===== config.mk =====
export PLATFORM = sky130hd
export DESIGN_NAME = mem_responder
export DESIGN_NICKNAME = d
export VERILOG_FILES = /design/src/rtl/mem_pkg.sv /design/src/rtl/mem_array.sv /design/src/rtl/mem_responder.sv
export SDC_FILE = /design/constraint.sdc
export NUM_CORES = 2
export LEC_CHECK = 0
export CAP_MARGIN = 40
export CORE_ASPECT_RATIO = 1.25
export CORE_MARGIN = 8
export CORE_UTILIZATION = 45
export DETAILED_ROUTE_END_ITERATION = 12
export GPL_TIMING_DRIVEN = 0
export PLACE_DENSITY = 0.59
export SLEW_MARGIN = 10
export SYNTH_ARGS = -nofsm -noshare
export SYNTH_HDL_FRONTEND = slang
export SYNTH_HIERARCHICAL = 1
export SYNTH_SLANG_ARGS = --single-unit
export TNS_END_PERCENT = 5

===== constraint.sdc =====
create_clock -name clk -period 6.9 [get_ports clk]
set_clock_uncertainty 0.2 [all_clocks]
set_input_delay 0.69 -clock clk [delete_from_list [all_inputs] [get_ports clk]]
set_output_delay 0.69 -clock clk [all_outputs]
set_load 0.1 [all_outputs]

===== src/rtl/mem_pkg.sv =====
// Shared types and defaults for the memory responder: FSM state encoding,
// port select values and default data/address widths.
package mem_pkg;

  localparam int DATA_W = 16;
  localparam int ADDR_W = 8;

  localparam logic PORT_IF = 1'b0;
  localparam logic PORT_DM = 1'b1;

  typedef enum logic [1:0] {
    IDLE = 2'b00,
    WAIT = 2'b01,
    ACK  = 2'b10
  } state_e;

endpackage


===== src/rtl/mem_array.sv =====
// Word-addressed storage: synchronous write, asynchronous read, no reset.
module mem_array #(
  parameter int DATA_W = mem_pkg::DATA_W,
  parameter int ADDR_W = mem_pkg::ADDR_W
) (
  input  logic              clk,
  input  logic              we,
  input  logic [ADDR_W-1:0] waddr,
  input  logic [DATA_W-1:0] wdata,
  input  logic [ADDR_W-1:0] raddr,
  output logic [DATA_W-1:0] rdata
);

  logic [DATA_W-1:0] mem [2**ADDR_W];

  always_ff @(posedge clk) begin
    if (we) mem[waddr] <= wdata;
  end

  assign rdata = mem[raddr];

endmodule


===== src/rtl/mem_responder.sv =====
// Memory responder serving the instruction-fetch and data ports of the control
// FSM from one array, with WAIT_CYC wait states and a one-cycle ack per access.
module mem_responder #(
  parameter int DATA_W   = mem_pkg::DATA_W,
  parameter int ADDR_W   = mem_pkg::ADDR_W,
  parameter int WAIT_CYC = 2
) (
  input  logic              clk,
  input  logic              rst,
  input  logic              if_req,
  input  logic [ADDR_W-1:0] if_addr,
  output logic [DATA_W-1:0] if_data,
  output logic              if_ack,
  input  logic              dm_rd,
  input  logic              dm_wr,
  input  logic [ADDR_W-1:0] dm_addr,
  input  logic [DATA_W-1:0] dm_wdata,
  output logic [DATA_W-1:0] dm_rdata,
  output logic              dm_ack,
  output logic              busy,
  output logic              err,
  output logic [1:0]        dbg_state
);
  import mem_pkg::*;

  // Handshake: a request is a level held until its port's one-cycle ack; the
  // request is sampled only in IDLE, and everything it carries is latched then.
  localparam logic [3:0] WAIT_LD = 4'(WAIT_CYC);

  state_e            state_q, state_d;
  logic [3:0]        cnt_q, cnt_d;
  logic              port_q, port_d;
  logic              rd_q, rd_d;
  logic              wr_q, wr_d;
  logic [ADDR_W-1:0] addr_q, addr_d;
  logic [DATA_W-1:0] wdata_q, wdata_d;
  logic [DATA_W-1:0] if_data_q, if_data_d;
  logic [DATA_W-1:0] dm_rdata_q, dm_rdata_d;
  logic              if_ack_q, if_ack_d;
  logic              dm_ack_q, dm_ack_d;
  logic              busy_q, busy_d;
  logic              err_q, err_d;

  logic              dm_req;
  logic              accept;
  logic              go_ack;
  logic              we;
  logic [DATA_W-1:0] rdata;

  assign dm_req = dm_rd | dm_wr;
  assign accept = (state_q == IDLE) && (dm_req || if_req);

  // The _d view of the transaction is the one completing at the next edge,
  // whether it was just accepted or latched earlier.
  always_comb begin
    port_d  = port_q;
    rd_d    = rd_q;
    wr_d    = wr_q;
    addr_d  = addr_q;
    wdata_d = wdata_q;
    if (accept) begin
      if (dm_req) begin
        port_d = PORT_DM;
        rd_d   = dm_rd;
        wr_d   = dm_wr;
        addr_d = dm_addr;
      end else begin
        port_d = PORT_IF;
        rd_d   = 1'b1;
        wr_d   = 1'b0;
        addr_d = if_addr;
      end
      wdata_d = dm_wdata;
    end
  end

  mem_array #(
    .DATA_W(DATA_W),
    .ADDR_W(ADDR_W)
  ) u_array (
    .clk  (clk),
    .we   (we),
    .waddr(addr_d),
    .wdata(wdata_d),
    .raddr(addr_d),
    .rdata(rdata)
  );

  always_comb begin
    state_d    = state_q;
    cnt_d      = cnt_q;
    busy_d     = busy_q;
    if_data_d  = if_data_q;
    dm_rdata_d = dm_rdata_q;
    if_ack_d   = 1'b0;
    dm_ack_d   = 1'b0;
    err_d      = 1'b0;
    we         = 1'b0;
    go_ack     = 1'b0;
    case (state_q)
      IDLE: begin
        if (accept) begin
          cnt_d  = WAIT_LD;
          busy_d = 1'b1;
          if (WAIT_CYC == 0) begin
            state_d = ACK;
            go_ack  = 1'b1;
          end else begin
            state_d = WAIT;
          end
        end
      end
      WAIT: begin
        cnt_d = cnt_q - 4'd1;
        if (cnt_q == 4'd1) begin
          state_d = ACK;
          go_ack  = 1'b1;
        end
      end
      ACK: begin
        state_d = IDLE;
        busy_d  = 1'b0;
      end
      default: begin
        state_d = IDLE;
        busy_d  = 1'b0;
      end
    endcase
    // Read data and the array write both land on the edge entering ACK.
    if (go_ack) begin
      if (port_d == PORT_IF) begin
        if_ack_d  = 1'b1;
        if_data_d = rdata;
      end else begin
        dm_ack_d = 1'b1;
        if (rd_d && wr_d) begin
          err_d = 1'b1;
        end else if (rd_d) begin
          dm_rdata_d = rdata;
        end else begin
          we = !rst;
        end
      end
    end
  end

  always_ff @(posedge clk) begin
    if (rst) begin
      state_q    <= IDLE;
      cnt_q      <= 4'd0;
      port_q     <= PORT_IF;
      rd_q       <= 1'b0;
      wr_q       <= 1'b0;
      addr_q     <= '0;
      wdata_q    <= '0;
      if_data_q  <= '0;
      dm_rdata_q <= '0;
      if_ack_q   <= 1'b0;
      dm_ack_q   <= 1'b0;
      busy_q     <= 1'b0;
      err_q      <= 1'b0;
    end else begin
      state_q    <= state_d;
      cnt_q      <= cnt_d;
      port_q     <= port_d;
      rd_q       <= rd_d;
      wr_q       <= wr_d;
      addr_q     <= addr_d;
      wdata_q    <= wdata_d;
      if_data_q  <= if_data_d;
      dm_rdata_q <= dm_rdata_d;
      if_ack_q   <= if_ack_d;
      dm_ack_q   <= dm_ack_d;
      busy_q     <= busy_d;
      err_q      <= err_d;
    end
  end

  assign if_data   = if_data_q;
  assign dm_rdata  = dm_rdata_q;
  assign if_ack    = if_ack_q;
  assign dm_ack    = dm_ack_q;
  assign busy      = busy_q;
  assign err       = err_q;
  assign dbg_state = state_q;

endmodule


==> qor.yml <==
flow_run:
  cap_violations: 0
clock_tree:
  cts_tree: "built"
  cts_sinks: 4165
  cts_buffer_depth: 4
  post_cts_buffers: 0
  cts.clk_slew.worst_paths_ns: 0.06
  cts_root_buf: "clkbuf_16"
  cts.htree.levels: 5
  clk_latency_ns: 1.02
  cts-buffers-inserted: 407
timing:
  fmax_mhz: 142
  timing.setup.tns_ns: -0.283
  final_hold_viol_count: 0
  setup_viol_count_final: 5
  rsz0062_at_grt: "true"
  layout_setup_ws_ns: -0.121
  tightest_slew_ns: 1.02
  period_needed_ns: 7.02
  slew_violations: 0
  relSlewSlack_pct: 31.7
  holdWs_ns: 0.182
  fin_crit_sh_pct: 102
power_and_ir_drop:
  switchingPower_mw: 16.8
  seq_power_share_pct: 46.5
  swShare_pct: 27.4
  p_clk_share_pct: 36.3
  peakVddDrop_uv: 248
  p_total_mw: 61.2
  p_leak_nw: 61.0
  p_int_mw: 44.4
  combPwrFrac_pct: 17.2
  power.density_nw_per_um2: 321
global_routing:
  grt_pass1_vias: 86100
  antenna_found_initial: 15
  gr-total-overflow: 0
  grt_max_degree: 83
  grt_usage_pct: 27.2
  grt_pass1_wl_mm: 711
logic_synthesis:
  yosys.area.top_type: "edfxtp_1"
  async_flop_share_pct: 0
  synth_top_cells_by_area: "edfxtp_1 76%, mux4_2 11%, mux2i_1 3.8%"
  ys_seq_elements: 4165
  synth_nets: 7706
  ys_seq_area_share_pct: 77.0
  ys_warn_count: 6
  synth_cell_types: 65
  netlist_instances: 7667
  yosysTopAreaCellShare_pct: 76.2
  ys.flop_type: "edfxtp_1"
  synth_edf_count: 4096
  avgSynthCellArea_um2: 21.1
  syn_area_um2: 161000
layout:
  drive_gt1_share_pct: 28.4
  finalNetCount: 8708
  areaGrowthSynthToFinish_pct: 17.9
  final_cells: 13700
route:
  drt_wl_total_mm: 525
  wire_per_inst_um: 38.2
  drc_errors: 0
  first_pass_iters: 6
  drt_iter0_drc: 11200
  viasPerCell: 6.27
  ant_nets: 0
  route.vias.total: 86100
placement:
  globalplace.congestion: 0.984
  port_buffers: 72
  dp_cells: 13000
  post-place-ws_ns: -1.30
  dp_hpwl_mm: 381
die:
  rows: 246
  die_area_um2: 378000
  start_util_pct: 45.1
  fp.dieW_um: 552
  io_pins: 75
  dieHeight_um: 686
  core_area_um2: 358000
min_path:
  worstHoldPathType: "input port to flop"
critical_path:
  start_kind: "flop"
  arrival_ns: 7.76
  endpoint_kind: "flop"
  crit_type: "flop to flop"
  cp.required_ns: 7.64
  worstPathMaxFanout: 10
run_status:
  violations: "negative setup slack"
  status: "finished with violations"
area by class of cell:
| type | count | area [um^2] |
|---|---|---|
| sequential | 4165 | 124000 |
| timing repair buffer | 593 | 8670 |
| multi-input combinational | 3018 | 35200 |
| antenna | 8 | 20.0 |
| tap | 4712 | 5900 |
| fill | 27600 | 168000 |
| clock inverter | 288 | 2820 |
| clock buffer | 466 | 10400 |
| buffer | 476 | 2860 |
| inverter | 8 | 30.0 |
power groups by stage:
stage          registers, mW  logic (mW)  clock network [mW]
2_1_floorplan           29.3        5.17                   0
3_3_place_gp            29.8        9.52                   0
3_5_place_dp            29.0        10.4                   0
4_1_cts                 28.4        10.4                22.5
5_1_grt                 28.4        10.6                23.4
6_report                28.4        10.5                22.2
cells in the mapped netlist, types with 6 or more instances:
master     instances
edfxtp_1        4096
nor4_1            17
o31ai_1           16
mux2_2            88
buf_8             11
buf_6             78
o32ai_1           20
clkbuf_1         242
and3_1            11
nand4_1           26
a31oi_1            6
nor2b_1           10
nor3_1            93
dfxtp_1           69
o21ai_1            8
mux2i_1          605
a221oi_1          29
o22ai_1          148
a22o_1            32
nand2_1           57
a211oi_1          26
inv_1              7
a22oi_1           43
o221ai_1         253
nor2_1           308
mux4_2           797
nand2b_1          54
buf_2             86
buf_4             27
a21oi_1          213
o21ai_0           48
buf_1             27
nand3_1           51
a2111oi_0          6
cell families after synthesis:
family / count (synthesis) / share of synthesized area [%]
compound gates: 856 / 3.74
fa+ha+maj: 2 / 0.0155
xor+xnor: 1 / 0.00543
mux: 1490 / 15.5
buf+inv: 484 / 1.74
simple gates: 669 / 1.97
flops: 4165 / 77.0
critical path, stage by stage, from the launching register on:
cell      delay (ns)
dfxtp_1         0.36
buf_2           0.23
or2_1           0.14
buf_2           0.23
nor2_2          0.13
buf_2           0.24
a21oi_2         0.46
buf_4           0.31
buf_4           0.28
buf_4           0.30
buf_2           0.53
buf_2           0.63
mux4_2          0.37
a21oi_1         0.10
o21ai_0         0.76
nand4_1         0.36
nor4_1          0.85
nand2b_1        0.26
mux2i_1         0.19
worst paths after layout:
| check | from | end | slack, ns | depth (start not counted) |
|---|---|---|---|---|
| setup / recovery | dbg_state[0] | dm_rdata[3] | -0.12 | 18 |
| hold / removal | dm_wdata[14] | wdata_q[14] | 0.18 | 3 |
| setup reg to reg | dbg_state[0] | dm_rdata[3] | -0.12 | 18 |
| hold reg to reg | dm_rdata[5] | dm_rdata[5] | 0.28 | 2 |
per-stage QoR:
stage          utilization, %  area, um^2
4_1_cts                  53.1      190000
6_report                 53.1      190000
2_1_floorplan               -      161000
5_1_grt                  53.1      190000
3_3_place_gp             46.9      168000
3_5_place_dp             49.4      177000
registers in the layout (all words and copies together) (netlist names):
name	flops
u_array/mem	4096
dm_rdata	16
if_data	16
wdata_q	16
addr_q	8
cnt_q	4
dbg_state	2
busy	1
dm_ack	1
err	1
if_ack	1
port_q	1
rd_q	1
wr_q	1
cells in the final DEF, fill, tap and decap left out, drive strengths merged, types with 29 or more instances in the layout:
cell type / netlist / layout
nand2: 57 / 57
dfxtp: 69 / 69
buf: 234 / 749
clkdlybuf4s50: 0 / 72
o221ai: 255 / 255
nand2b: 54 / 54
clkbuf: 242 / 709
mux2i: 605 / 605
nor3: 94 / 94
mux4: 797 / 797
nor2: 311 / 311
mux2: 88 / 88
a22o: 32 / 32
a21oi: 213 / 213
nand3: 51 / 51
bufinv: 0 / 42
a221oi: 29 / 29
clkinv: 0 / 216
o21ai: 56 / 56
a22oi: 43 / 43
o22ai: 148 / 148
edfxtp: 4096 / 4096
routing by layer:
layer  routed length, um  vias to the layer above  GRT usage [%]
met2              257000                     4490           45.5
li1                    -                    34500              -
met3               40900                     1165           4.68
met4               43000                        2           17.5
met1              184000                    46000           32.8
met5                  15                        -              0
what timing repair did:
| action | 4_1_cts | 5_1_grt |
|---|---|---|
| hold buffers | 1 | 0 |
| resized for setup | 8 | 5 |
| endpoints found under the hold margin | 3 | 0 |
| setup endpoints to repair | 26 | 12 |
No activity file was read; power rests on OpenSTA's default activity.
